===== config.mk =====
export PLATFORM = sky130hd
export DESIGN_NAME = fan_packet_engine
export DESIGN_NICKNAME = d
export VERILOG_FILES = /design/src/rtl/fan_packet_engine.sv
export SDC_FILE = /design/constraint.sdc
export NUM_CORES = 1
export LEC_CHECK = 0
export CORE_MARGIN = 2
export CORE_UTILIZATION = 45
export CTS_CLUSTER_SIZE = 25
export DETAILED_ROUTE_END_ITERATION = 10
export GPL_TIMING_DRIVEN = 1
export HOLD_SLACK_MARGIN = 0.03
export PLACE_DENSITY_LB_ADDON = 0.2
export SLEW_MARGIN = 10
export SYNTH_ARGS = -nofsm -noshare
export SYNTH_HDL_FRONTEND = slang
export SYNTH_SLANG_ARGS = --single-unit

===== constraint.sdc =====
create_clock -name ref_clk -period 3.75 [get_ports ref_clk]
set_clock_uncertainty 0.05 [all_clocks]
set_input_delay 0.375 -clock ref_clk [delete_from_list [all_inputs] [get_ports ref_clk]]
set_output_delay 0.375 -clock ref_clk [all_outputs]
set_load 0.03 [all_outputs]

===== src/rtl/fan_packet_engine.sv =====
// Pulse-coded packet transmitter for the fan remote: preamble, ID and command,
// three equal slots per bit (low / data / high), with repeats, gaps and abort.
module fan_packet_engine #(
  parameter int unsigned PHASE_CYCLES  = 1836,
  parameter int unsigned PREAMBLE_BITS = 2,
  parameter int unsigned ID_WIDTH      = 4,
  parameter int unsigned CMD_WIDTH     = 7,
  parameter int unsigned REPEAT_WIDTH  = 4,
  parameter int unsigned GAP_CYCLES    = 11016,
  parameter int unsigned MSB_FIRST     = 0
) (
  input  logic                    ref_clk,
  input  logic                    reset,
  input  logic                    start,
  input  logic                    abort,
  input  logic [ID_WIDTH-1:0]     id,
  input  logic [CMD_WIDTH-1:0]    cmd,
  input  logic [REPEAT_WIDTH-1:0] repeats,
  output logic                    out,
  output logic                    busy,
  output logic                    done
);

  localparam int unsigned NBITS = PREAMBLE_BITS + ID_WIDTH + CMD_WIDTH;
  localparam int unsigned PH_W  = (PHASE_CYCLES > 1) ? $clog2(PHASE_CYCLES) : 1;
  localparam int unsigned BIT_W = (NBITS > 1) ? $clog2(NBITS) : 1;
  localparam int unsigned GAP_W = (GAP_CYCLES > 1) ? $clog2(GAP_CYCLES) : 1;

  localparam logic [PH_W-1:0]  PH_LAST  = PH_W'(PHASE_CYCLES - 1);
  localparam logic [BIT_W-1:0] BIT_LAST = BIT_W'(NBITS - 1);
  localparam logic [GAP_W-1:0] GAP_LAST = GAP_W'(GAP_CYCLES - 1);

  typedef enum logic [1:0] {
    IDLE,
    SEND,
    GAP
  } state_e;

  state_e                  state_q, state_d;
  logic [PH_W-1:0]         phase_q, phase_d;
  logic [1:0]              slot_q, slot_d;
  logic [BIT_W-1:0]        bit_q, bit_d;
  logic [GAP_W-1:0]        gap_q, gap_d;
  logic [ID_WIDTH-1:0]     id_q, id_d;
  logic [CMD_WIDTH-1:0]    cmd_q, cmd_d;
  logic [REPEAT_WIDTH-1:0] rep_q, rep_d;
  logic                    out_q, out_d;
  logic                    busy_q, busy_d;
  logic                    done_q, done_d;

  logic [ID_WIDTH-1:0]     id_ord;
  logic [CMD_WIDTH-1:0]    cmd_ord;
  logic [NBITS-1:0]        pkt_bits;

  // pkt_bits[b] is the data value carried in slot 1 of transmitted bit b.
  for (genvar gi = 0; gi < ID_WIDTH; gi++) begin : g_id_ord
    if (MSB_FIRST != 0) begin : g_msb
      assign id_ord[gi] = id_q[ID_WIDTH-1-gi];
    end else begin : g_lsb
      assign id_ord[gi] = id_q[gi];
    end
  end

  for (genvar gc = 0; gc < CMD_WIDTH; gc++) begin : g_cmd_ord
    if (MSB_FIRST != 0) begin : g_msb
      assign cmd_ord[gc] = cmd_q[CMD_WIDTH-1-gc];
    end else begin : g_lsb
      assign cmd_ord[gc] = cmd_q[gc];
    end
  end

  for (genvar gb = 0; gb < NBITS; gb++) begin : g_pkt
    if (gb < PREAMBLE_BITS) begin : g_pre
      assign pkt_bits[gb] = 1'b0;
    end else if (gb < PREAMBLE_BITS + ID_WIDTH) begin : g_id
      assign pkt_bits[gb] = id_ord[gb-PREAMBLE_BITS];
    end else begin : g_cmd
      assign pkt_bits[gb] = cmd_ord[gb-PREAMBLE_BITS-ID_WIDTH];
    end
  end

  always_ff @(posedge ref_clk) begin
    if (reset) begin
      state_q <= IDLE;
      phase_q <= '0;
      slot_q  <= '0;
      bit_q   <= '0;
      gap_q   <= '0;
      id_q    <= '0;
      cmd_q   <= '0;
      rep_q   <= '0;
      out_q   <= 1'b0;
      busy_q  <= 1'b0;
      done_q  <= 1'b0;
    end else begin
      state_q <= state_d;
      phase_q <= phase_d;
      slot_q  <= slot_d;
      bit_q   <= bit_d;
      gap_q   <= gap_d;
      id_q    <= id_d;
      cmd_q   <= cmd_d;
      rep_q   <= rep_d;
      out_q   <= out_d;
      busy_q  <= busy_d;
      done_q  <= done_d;
    end
  end

  always_comb begin
    state_d = state_q;
    phase_d = phase_q;
    slot_d  = slot_q;
    bit_d   = bit_q;
    gap_d   = gap_q;
    id_d    = id_q;
    cmd_d   = cmd_q;
    rep_d   = rep_q;
    done_d  = 1'b0;
    unique case (state_q)
      IDLE: begin
        if (start) begin
          state_d = SEND;
          id_d    = id;
          cmd_d   = cmd;
          rep_d   = repeats;
          phase_d = '0;
          slot_d  = '0;
          bit_d   = '0;
        end
      end
      SEND: begin
        if (abort) begin
          state_d = IDLE;
          phase_d = '0;
          slot_d  = '0;
          bit_d   = '0;
        end else if (phase_q != PH_LAST) begin
          phase_d = phase_q + 1'b1;
        end else begin
          phase_d = '0;
          if (slot_q != 2'd2) begin
            slot_d = slot_q + 2'd1;
          end else begin
            slot_d = '0;
            if (bit_q != BIT_LAST) begin
              bit_d = bit_q + 1'b1;
            end else begin
              bit_d = '0;
              if (rep_q != '0) begin
                rep_d   = rep_q - 1'b1;
                gap_d   = '0;
                state_d = GAP;
              end else begin
                state_d = IDLE;
                done_d  = 1'b1;
              end
            end
          end
        end
      end
      GAP: begin
        if (abort) begin
          state_d = IDLE;
          gap_d   = '0;
        end else if (gap_q != GAP_LAST) begin
          gap_d = gap_q + 1'b1;
        end else begin
          gap_d   = '0;
          state_d = SEND;
        end
      end
      default: state_d = IDLE;
    endcase
  end

  // Outputs are decoded from the next state so the registered line is aligned
  // with the state it describes.
  always_comb begin
    busy_d = (state_d != IDLE);
    out_d  = 1'b0;
    if (state_d == SEND) begin
      unique case (slot_d)
        2'd1:    out_d = pkt_bits[bit_d];
        2'd2:    out_d = 1'b1;
        default: out_d = 1'b0;
      endcase
    end
  end

  assign out  = out_q;
  assign busy = busy_q;
  assign done = done_q;

endmodule


# Yosys cells after proc, flatten, opt, wreduce, memory -nomap -nowiden
# Index checks and enable logic that the tools add are counted.
# word_totals
reg_bits,51
inputBits,19
out_inout_bits,3
wordCells,88
# classes
n_addsub,5
n_lt_le_gt_ge,1
eq_ne,15
n_mux,43
bitwise,2
n_reduce_logical,11
# ops
cell,count
two-way mux 14 bit,7
two-way mux 4 bit,11
two-way mux 11 bit,3
case mux 14 bit (2 select lines),1
two-way mux 2 bit,12
case mux 11 bit (2 select lines),1
case mux 4 bit (2 select lines),2
adder 14 x 1 -> 14 bit (second input constant),1
inequality test 14 bit (second input constant),1
inequality test 2 bit (second input constant),7
adder 11 x 1 -> 11 bit (second input constant),1
inequality test 11 bit (second input constant),1
AND reduction 7 bit,1
equality test 2 x 1 -> 1 bit (second input constant),3
case mux 2 bit (3 select lines),1
AND reduction 6 bit,1
nonzero test 2 bit,3
OR reduction 6 bit,1
less-than comparator 4 x 5 -> 1 bit (second input constant),1
adder 4 x 1 -> 4 bit (second input constant),1
binary-select mux 1 bit (select 4 bit),1
equality test 2 bit (second input constant),2
inequality test 4 bit (second input constant),1
case mux 2 bit (2 select lines),1
9 further kinds,12

# Logic depth before layout (Yosys ltp)
# Gate-level depths: netlist of run 1.
# depth
word_depth,10
depth_mapped,11
ltp_nobuf,11

# Least setup slack after synthesis of run 1
# Ideal clock, no wire load.
# synth_timing
kind,reg-to-reg
start,reg phase_q[0]
end,"reg out_q, in the netlist out"
setup_ns,0.074
t_arrival_ns,2.166
t_required_ns,3.626
slack_ns,1.460
path_stages_with_launch,12
path_buffers,0
synth_period_minus_slack_ns,2.290
path_cell_list,dfxtp_1 -> ha_1 -> and4b_1 -> nand4_1 -> or2_2 -> nor3_1 -> a21oi_1 -> inv_1 -> ha_1 -> and3b_1 -> a31oi_1 -> a31oi_1
# synth_between
word_cells_on_any_way,18
classes_between,eq/ne: 4; mux: 12; bitwise: 1; reduce/logical: 1
# synth_rtl
item,line,rtl
"start, declared",40,"logic [PH_W-1:0] phase_q, phase_d;"
"start signal, assigned",97,phase_q <= phase_d;
inequality test 11 bit (*),138,end else if (phase_q != PH_LAST) begin
two-way mux 2 bit (*),138,
two-way mux 2 bit (*),133,if (abort) begin
case mux 2 bit (2 select lines) (*),120,unique case (state_q)
net slot_d[0],41,"logic [1:0] slot_q, slot_d;"
equality test 2 bit / equality test 2 x 1 -> 1 bit (equally long branches),183,unique case (slot_d)
case mux 1 bit (2 select lines) (*),183,
"end signal, assigned",104,out_q <= out_d;
"end, declared",47,"logic out_q, out_d;"
# The timed path passes the listed nets; every way through them passes the cells marked *. The select of a mux whose other input is x is not followed.
# A chain may end at the register's enable or synchronous reset.

# Worst setup path in the final report of run 1
# Ends and elaborated chain as after synthesis.

==> impl_metrics.ini, run 1 <==
[global_route]
grt_antenna_before_repair = 0
grt_max_degree = 21
grt_use_total = 0.1839
grt_pass1_vias = 2011
grt_pass1_wl_um = 9239
overflow = 0

[floorplanning]
die_area_sq_um = 6419
die_w_um = 80.12
start_util = 0.4706
io_pins = 22
row_count = 27
core_sq_um = 5540
die_h_um = 80.12

[synth]
yosys_warnings = 0
synthDominantCellAreaShare = 0.3916
yosysSeqAreaShare = 0.3916
synth_top_flop_cell = dfxtp_1
async_reset_ff_frac = 0
synth_edf_count = 0
syn_area_sq_um = 2608
synthDistinctLibCells = 56
yosysTopAreaCell = dfxtp_1
synth-seq-cells = 51
postSynthNetCount = 341
yosysMostFrequentCell = dfxtp_1
netlist_top_cells_count = dfxtp_1 (51), nand2_1 (48), nor2_1 (39), a21oi_1 (23), xor2_1 (16)
netlist_instances = 315
syn_area_per_cell_sq_um = 8.278
synth_area_leaders = dfxtp_1 (39%), nand2_1 (6.9%), nor2_1 (5.6%)

[placement]
place_congestion = 0.8272
dp_hpwl_um = 4033
portBuffers = 21
place_inst = 399

[setup_path]
start_kind = register
worstSetupStartpoint = phase_q[0]$_SDFFE_PP0P_
crit_path_end_kind = register
reg2reg_from = phase_q[0]$_SDFFE_PP0P_
cp.arrival_ns = 2.81
cp_max_fo = 6
cp.required_ns = 3.95
critical_path_class = reg -> reg

[drt]
wl_per_cell_um = 13.50
ant_nets = 0
first_iter_violations = 147
wirelength_um = 5494
first_pass_iters = 4
routed_via_density = 5.464
drc = 0
routed-via-count = 2224

[clocking]
clk_path_buf_depth = 2
hold_buffers = 0
cts_tree = built
clock-root-buffer = clkbuf_8
clock_latency_ns = 0.31
cts.htree.levels = 2
cts_resized = 0
cts_num_sinks = 51
path_clk_slew_ns = 0.09
cts-buffers-inserted = 5
post-cts-setup-buffers = 0

[finish]
areaGrowthSynthToFinish_pct = 13.24
postLayoutCoreUtil = 0.5330
fin_cells = 407
drive_gt1_frac = 0.05970
final_nets = 360
num_antenna_cells = 0

[timing]
rsz0062_at_grt = false
post-route-period-util = 0.6965
slew_headroom = 0.4211
fmax_ghz = 0.3829
period_minus_slack_ns = 2.612
setup_viol_count_final = 0
finalSetupTns_ns = 0
slew_viol_final = 0
tightestPinTransition_ns = 0.8657
hold_viol = 0

[pwr]
seqPwrFrac = 0.578
p_sw_w = 0.0002479
pwr-share-comb = 0.103
vdd_drop_max_mv = 0.1444
leakagePower_nw = 1.102
sw_frac_of_total = 0.2529
pwr-share-clk = 0.319
cellPowerDensity_nw_per_um2 = 332.1
intPower_w = 0.0007326

[run]
maxCapViolations = 0

[min_path]
hold_path.class = reg -> reg
hp-start = cmd_ord[3]$_SDFFE_PP0P_

[run_status]
status = finished clean
==> worst max-delay path, stage by stage (launching register included) <==
cell	delay, ns
dfxtp_1	0.46
ha_1	0.27
and4b_1	0.29
nand4_1	0.16
or2_2	0.34
nor3_1	0.14
a21oi_1	0.10
inv_1	0.07
ha_1	0.23
and3b_1	0.21
a31oi_1	0.09
a31oi_1	0.14
==> metal layers <==
layer | vias up | track usage | wire length, um
li1 | 1141 | - | -
met1 | 1041 | 0.2302 | 2721
met2 | 31 | 0.3067 | 2505
met3 | 11 | 0.04045 | 155
met4 | 0 | 0.07288 | 112
met5 | - | 0 | 0
==> worst paths after layout <==
path / to / slack (ns) / cells past startpoint
worst min-delay path: cmd_ord[3]$_SDFFE_PP0P_ / 0.41 / 2
worst max-delay path: out$_SDFF_PP0_ / 1.14 / 11
worst max register to register: out$_SDFF_PP0_ / 1.14 / 11
worst min register to register: cmd_ord[3]$_SDFFE_PP0P_ / 0.41 / 2
==> kinds of logic (layout without fill, tap and decap cells) <==
group / count (synthesis) / after routing / synth area share
buffers and inverters: 22 / 42 / 0.03551
AOI/OAI and AO/OA: 61 / 61 / 0.1632
muxes: 4 / 4 / 0.01536
DFF: 51 / 51 / 0.3916
adders and majority gates: 7 / 7 / 0.03359
and+or+nand+nor: 151 / 151 / 0.2970
xor gates and xnor gates: 19 / 19 / 0.06382
==> power groups by stage <==
stage	Combinational [W]	Sequential [W]	Clock (W)
6_report	0.000101	0.000567	0.000313
5_1_grt	0.000113	0.000569	0.000341
4_1_cts	0.000102	0.000567	0.000320
3_5_place_dp	0.000102	0.000579	0
3_3_place_gp	0.000101	0.000579	0
2_1_floorplan	0.0000647	0.000576	0
==> area by class of cell <==
cell class	instances	area [sq um]
sequential	51	1021
clock inverter	1	5.005
clock buffer	7	76.32
timing repair buffer	23	225.2
multi-input combinational	242	1494
inverter	11	41.29
fill	538	2587
tap	72	90.09
==> sequential cells by signal, summed over array words and instances (netlist names) <==
register  cells
id_ord        4
out           1
rep_q         4
cmd_ord       7
slot_q        2
phase_q      11
gap_q        14
state_q       2
busy          1
bit_q         4
done          1
==> cells in the final DEF, fill, tap and decap left out, types with 3 or more instances in the layout <==
cell / instances
nand2_1: 48
ha_1: 7
or3_1: 3
clkdlybuf4s50_1: 21
o21bai_1: 3
nor3_1: 5
nand2b_1: 5
mux2i_1: 4
a31oi_1: 4
a211oi_1: 5
xnor2_1: 3
clkbuf_8: 5
nor2b_1: 5
nor2_1: 39
o21ai_0: 6
inv_1: 11
dfxtp_1: 51
a21oi_1: 23
xor2_1: 16
nand3_1: 10
or2_2: 4
nand4_1: 8
and3_1: 4
==> per-stage QoR <==
stage	worst slack, ns	power [W]	hold slack [ns]	cell area, sq um
4_1_cts	1.112	0.0009887	0.4104	2953
3_5_place_dp	0.8932	0.0006812	0.3978	2872
6_report	1.138	0.0009805	0.4063	2953
2_1_floorplan	1.460	0.0006406	0.3815	2608
5_1_grt	0.8417	0.001023	0.4281	2953
3_3_place_gp	0.9751	0.0006794	0.3942	2872
(Power assumes the default switching activity.)
==> run 2, diff against run 1 <==
==> constraint.sdc (replaced) <==
create_clock -name ref_clk -period 2.55 [get_ports ref_clk]
set_clock_uncertainty 0.05 [all_clocks]
set_input_delay 0.255 -clock ref_clk [delete_from_list [all_inputs] [get_ports ref_clk]]
set_output_delay 0.255 -clock ref_clk [all_outputs]
set_load 0.03 [all_outputs]
==> run 2 against run 1 <==
Against the previous run:
- cell count rose by 3.7%
- clock power rose by 110%
- non-clock buffer count grew 15
- register-to-register slack got worse by 0.98 ns
- final area rose by 5.9%
- core utilization rose by 3.1 points
- largest cell class unchanged
- highest routed layer unchanged
==> impl_metrics.ini, run 2 (synthesis gave the netlist of run 1 again) <==
[timing]
post-route-period-util = 0.9373
period_minus_slack_ns = 2.390
tightestPinTransition_ns = 0.6889
finalSetupTns_ns = 0
hold_viol = 0
slew_viol_final = 0
slew_headroom = 0.5368
setup_viol_count_final = 0
rsz0062_at_grt = false
fmax_ghz = 0.4184

[floorplanning]
die_h_um = 80.12
die_w_um = 80.12
die_area_sq_um = 6419
row_count = 27
start_util = 0.4706
core_sq_um = 5540
io_pins = 22

[clocking]
hold_buffers = 0
cts_tree = built
clk_path_buf_depth = 2
cts.htree.levels = 2
path_clk_slew_ns = 0.10
cts_num_sinks = 51
cts-buffers-inserted = 5
clock_latency_ns = 0.31
clock-root-buffer = clkbuf_8

[global_route]
met1_usage = 0.2483
grtUsageMet2 = 0.3083
grt_pass1_vias = 2138
grt_use_total = 0.1895
grt_most_used_layer = met2
grt_max_degree = 16
met3_usage = 0.03933
overflow = 0
grt_antenna_before_repair = 0
grt_pass1_wl_um = 9653

[drt]
wirelength_um = 5599
routed_via_density = 5.384
drc = 0
wl_per_cell_um = 13.27
first_pass_iters = 4
ant_nets = 0
first_iter_violations = 107
routed-via-count = 2272

[pwr]
pwr-share-clk = 0.397
leakagePower_nw = 1.203
p_sw_w = 0.0003686
seqPwrFrac = 0.500
pwr-share-comb = 0.103
intPower_w = 0.001287
vdd_drop_max_mv = 0.3753
cellPowerDensity_nw_per_um2 = 529.6
sw_frac_of_total = 0.2226
p_total_w = 0.001656

[finish]
final_cell_mix = dfxtp_1 (50), nand2_1 (48), nor2_1 (39), a21oi_1 (22), clkdlybuf4s50_1 (21)
layout_commonest_cell = dfxtp_1
largest_reg_flops = 14
num_antenna_cells = 0
areaGrowthSynthToFinish_pct = 19.91
largest-register = gap_q
drive_gt1_frac = 0.1114
final_nets = 375

[setup_path]
path_buf_inv = 0
critical_path_class = reg -> reg
cp.arrival_ns = 2.57
cpLargestDelayFamily = compound AO/OA/AOI/OAI gates
crit_chain = nor4b_4 > nand4b_2 > o31ai_1 > xor2_1 > a311o_1 > a31oi_1
cp_max_fo = 6
crit_path_end_kind = register
start_kind = register
cp.required_ns = 2.73
max_stage_delay_ns = 0.67
slowest_stage = o31ai_1

[placement]
place_congestion = 0.7919
portBuffers = 21
dp_hpwl_um = 4132

[run_status]
status = finished clean

[min_path]
hold_path.class = reg -> reg

[run]
maxCapViolations = 0
## run 2: per-stage QoR
step / hold slack (ns) / worst slack, ns / area [sq um] / std cells / utilization
finish: 0.4084 / 0.1600 / 3127 / 422 / 0.5644
global route: 0.4314 / 0.02669 / 3127 / 422 / 0.5644
CTS: 0.4116 / 0.1422 / 3109 / 421 / 0.5612
detailed placement: 0.3991 / 0.02706 / 2977 / 413 / 0.5373
global placement: 0.3977 / 0.05989 / 2977 / 413 / 0.5373
floorplan: 0.2759 / 0.2599 / 2608 / 315 / -
## run 2: layout make-up
cell class	instances	area, sq um
Timing Repair Buffer	38	337.8
Inverter	11	41.29
Tap cell	72	90.09
Fill cell	530	2414
Multi-Input combinational cell	242	1503
Clock inverter	2	60.06
Sequential cell	51	1022
Clock buffer	6	72.57
## run 2: metal layers
metal  part of all wire  vias to the layer above  wire length (um)
met5                  0                        -                 0
met4              0.021                        0               117
met3              0.027                       12               152
met2               0.45                       36              2509
met1               0.50                     1050              2820
li1                   -                     1174                 -
## run 2: final timing paths
path / endpoint / cells past startpoint / from / slack (ns)
min: cmd_ord[0]$_SDFFE_PP0P_ / 2 / cmd_ord[0]$_SDFFE_PP0P_ / 0.41
min reg2reg: cmd_ord[0]$_SDFFE_PP0P_ / 2 / cmd_ord[0]$_SDFFE_PP0P_ / 0.41
max: out$_SDFF_PP0_ / 6 / phase_q[4]$_SDFFE_PP0P_ / 0.16
max reg2reg: out$_SDFF_PP0_ / 6 / phase_q[4]$_SDFFE_PP0P_ / 0.16
## run 2: worst min-delay path, cell delays in order (launching register included)
cell	delay, ns
dfxtp_1	0.32
nand2_1	0.05
a21oi_1	0.05
## run 2: what timing repair did
action,in CTS,in global routing
setup endpoints to repair,0,1
gates resized for setup,0,4
buffers inserted,0,1
endpoints found under the hold margin,0,0
## run 2: power groups by stage
stage                     Sequential, W  Clock [W]  Combinational [W]
after global placement         0.000846          0           0.000166
final                          0.000828   0.000657           0.000171
after global routing           0.000831   0.000703           0.000190
after detailed placement       0.000846          0           0.000169
after CTS                      0.000828   0.000670           0.000170
after floorplan                0.000847          0          0.0000951
==> run 3, diff against run 2 <==
--- a/config.mk
+++ b/config.mk
@@ -5,8 +5,10 @@
 export SDC_FILE = /design/constraint.sdc
 export NUM_CORES = 1
 export LEC_CHECK = 0
+export CORE_ASPECT_RATIO = 0.75
 export CORE_MARGIN = 2
 export CORE_UTILIZATION = 45
+export CTS_BUF_LIST = sky130_fd_sc_hd__clkbuf_8
 export CTS_CLUSTER_SIZE = 25
 export DETAILED_ROUTE_END_ITERATION = 10
 export GPL_TIMING_DRIVEN = 1
==> run 3 against run 2 <==
Against the previous run:
- critical path depth is 3 higher
- worst setup slack worse by 0.034 ns
- clock-buffer cell count is 1 lower
- highest routed layer unchanged
- combinational power is 2% lower
- first-iteration DRC count is 19% higher
- wire length is 1.2% higher
- via count is 1.2% higher
- total power is 13% lower
- flip-flop and latch count stayed put
- non-clock buffer count is 2 lower
- register-to-register slack worse by 0.03 ns
==> impl_metrics.ini, run 3 (synthesis gave the netlist of run 1 again) <==
[run]
maxCapViolations = 0

[setup_path]
worstSetupStartpoint = bit_q[0]$_SDFF_PP0_
r2r-end = out$_SDFF_PP0_
crit_end = out$_SDFF_PP0_
cp.required_ns = 2.74
reg2reg_slack_ns = 0.13
cp_max_fo = 6
start_kind = register
cp.arrival_ns = 2.61
worst_r2r_path_depth = 9
crit_path_end_kind = register
critical_path_class = reg -> reg
reg2reg_from = bit_q[0]$_SDFF_PP0_

[timing]
setup_viol_count_final = 0
fmax_ghz = 0.4126
period_minus_slack_ns = 2.424
setup_ws_ns = 0.1263
post-route-period-util = 0.9505
tightestPinTransition_ns = 0.6383
slew_headroom = 0.5725
hold_viol = 0
holdWs_ns = 0.4070
slew_viol_final = 0

[drt]
first_pass_iters = 4
drc = 0
first_iter_violations = 127
wl_per_cell_um = 13.40
wirelength_um = 5668
routed-via-count = 2299
routed_via_density = 5.435
ant_nets = 0

[global_route]
grt_pass1_vias = 2053
grt_antenna_before_repair = 0
grt_pass1_wl_um = 9715
overflow = 0
grt_use_total = 0.1846
grt_max_degree = 26

[clocking]
cts_num_sinks = 51
clk_path_buf_depth = 2
path_clk_slew_ns = 0.09
clock-root-buffer = clkbuf_8
clock_latency_ns = 0.30
hold_buffers = 0
cts-buffers-inserted = 5
cts_tree = built
cts.htree.levels = 2

[pwr]
seqPwrFrac = 0.572
pwr-share-clk = 0.313
p_total_w = 0.001446
sw_frac_of_total = 0.2533
leakagePower_nw = 1.196
vdd_drop_max_mv = 0.2968
cellPowerDensity_nw_per_um2 = 467.0
intPower_w = 0.001080
p_sw_w = 0.0003664
pwr-share-comb = 0.116

[floorplanning]
die_area_sq_um = 6426
row_count = 23
start_util = 0.4769
die_h_um = 69.93
die_w_um = 91.90
io_pins = 22
core_sq_um = 5468

[finish]
largest_reg_flops = 14
ff_latch_area_sq_um = 1021
final_cell_mix = dfxtp_1 (51), nand2_1 (48), nor2_1 (39), a21oi_1 (22), clkdlybuf4s50_1 (21)
drive_gt1_frac = 0.1092
largest-register = gap_q
fin_cells = 423
layout_commonest_cell = dfxtp_1
multi_input_area_sq_um = 1533
nFillCells = 525
num_antenna_cells = 0
final_nets = 373
areaGrowthSynthToFinish_pct = 18.76

[run_status]
status = finished clean

[placement]
place_inst = 414
dpl_worst_slack_ns = -0.002533
portBuffers = 21
dp_hpwl_um = 4209
place_congestion = 0.8176

[min_path]
hold_path.class = reg -> reg
hp-start = cmd_ord[2]$_SDFFE_PP0P_
[run 3: area by class of cell]
class,instances,share of cell area
Tap cell,75,0.03030
Inverter,11,0.01333
Clock buffer,5,0.02222
Timing Repair Buffer,36,0.1042
Multi-Input combinational cell,242,0.4949
Clock inverter,3,0.005253
Sequential cell,51,0.3297
[run 3: per-layer routing]
layer	global-route usage	wire [um]
met1	0.2892	2973
met2	0.2549	2361
met3	0.03668	287
met4	0.04643	46
met5	0	0
[run 3: critical path: stages, from the launching register on]
cell	delay, ns
dfxtp_1	0.44
inv_1	0.09
ha_1	0.21
and2_1	0.19
a311o_1	0.31
mux2i_1	0.21
or2_1	0.23
mux2i_1	0.12
a311o_1	0.36
a31oi_1	0.15
[run 3: metrics by stage]
step	util	instance area (sq um)	setup TNS, ns
floorplan	-	2608	0
global route	0.5664	3097	-0.008464
global placement	0.5423	2965	-0.008428
detailed placement	0.5423	2965	-0.002533
CTS	0.5579	3050	0
finish	0.5664	3097	0
[run 3: worst min-delay path by stage]
stage,endpoint,slack (ns),cells after the start
floorplan,state_q[0]$_SDFF_PP0_,0.28,1
global placement,id_ord[0]$_SDFFE_PP0P_,0.39,2
detailed placement,id_ord[2]$_SDFFE_PP0P_,0.39,2
CTS,id_ord[2]$_SDFFE_PP0P_,0.41,2
global route,cmd_ord[4]$_SDFFE_PP0P_,0.42,2
finish,cmd_ord[2]$_SDFFE_PP0P_,0.41,2
[run 3: power by group through the flow]
stage / sequential (W) / clock (W) / combinational, W
after floorplan: 0.000847 / 0 / 0.0000951
after global placement: 0.000845 / 0 / 0.000162
after detailed placement: 0.000846 / 0 / 0.000165
after CTS: 0.000827 / 0.000465 / 0.000167
after global routing: 0.000830 / 0.000495 / 0.000186
final: 0.000827 / 0.000452 / 0.000167
[run 3: timing repair]
action | CTS | global route
resized for setup | 0 | 7
setup endpoints to repair | 0 | 1
setup buffers | 0 | 1
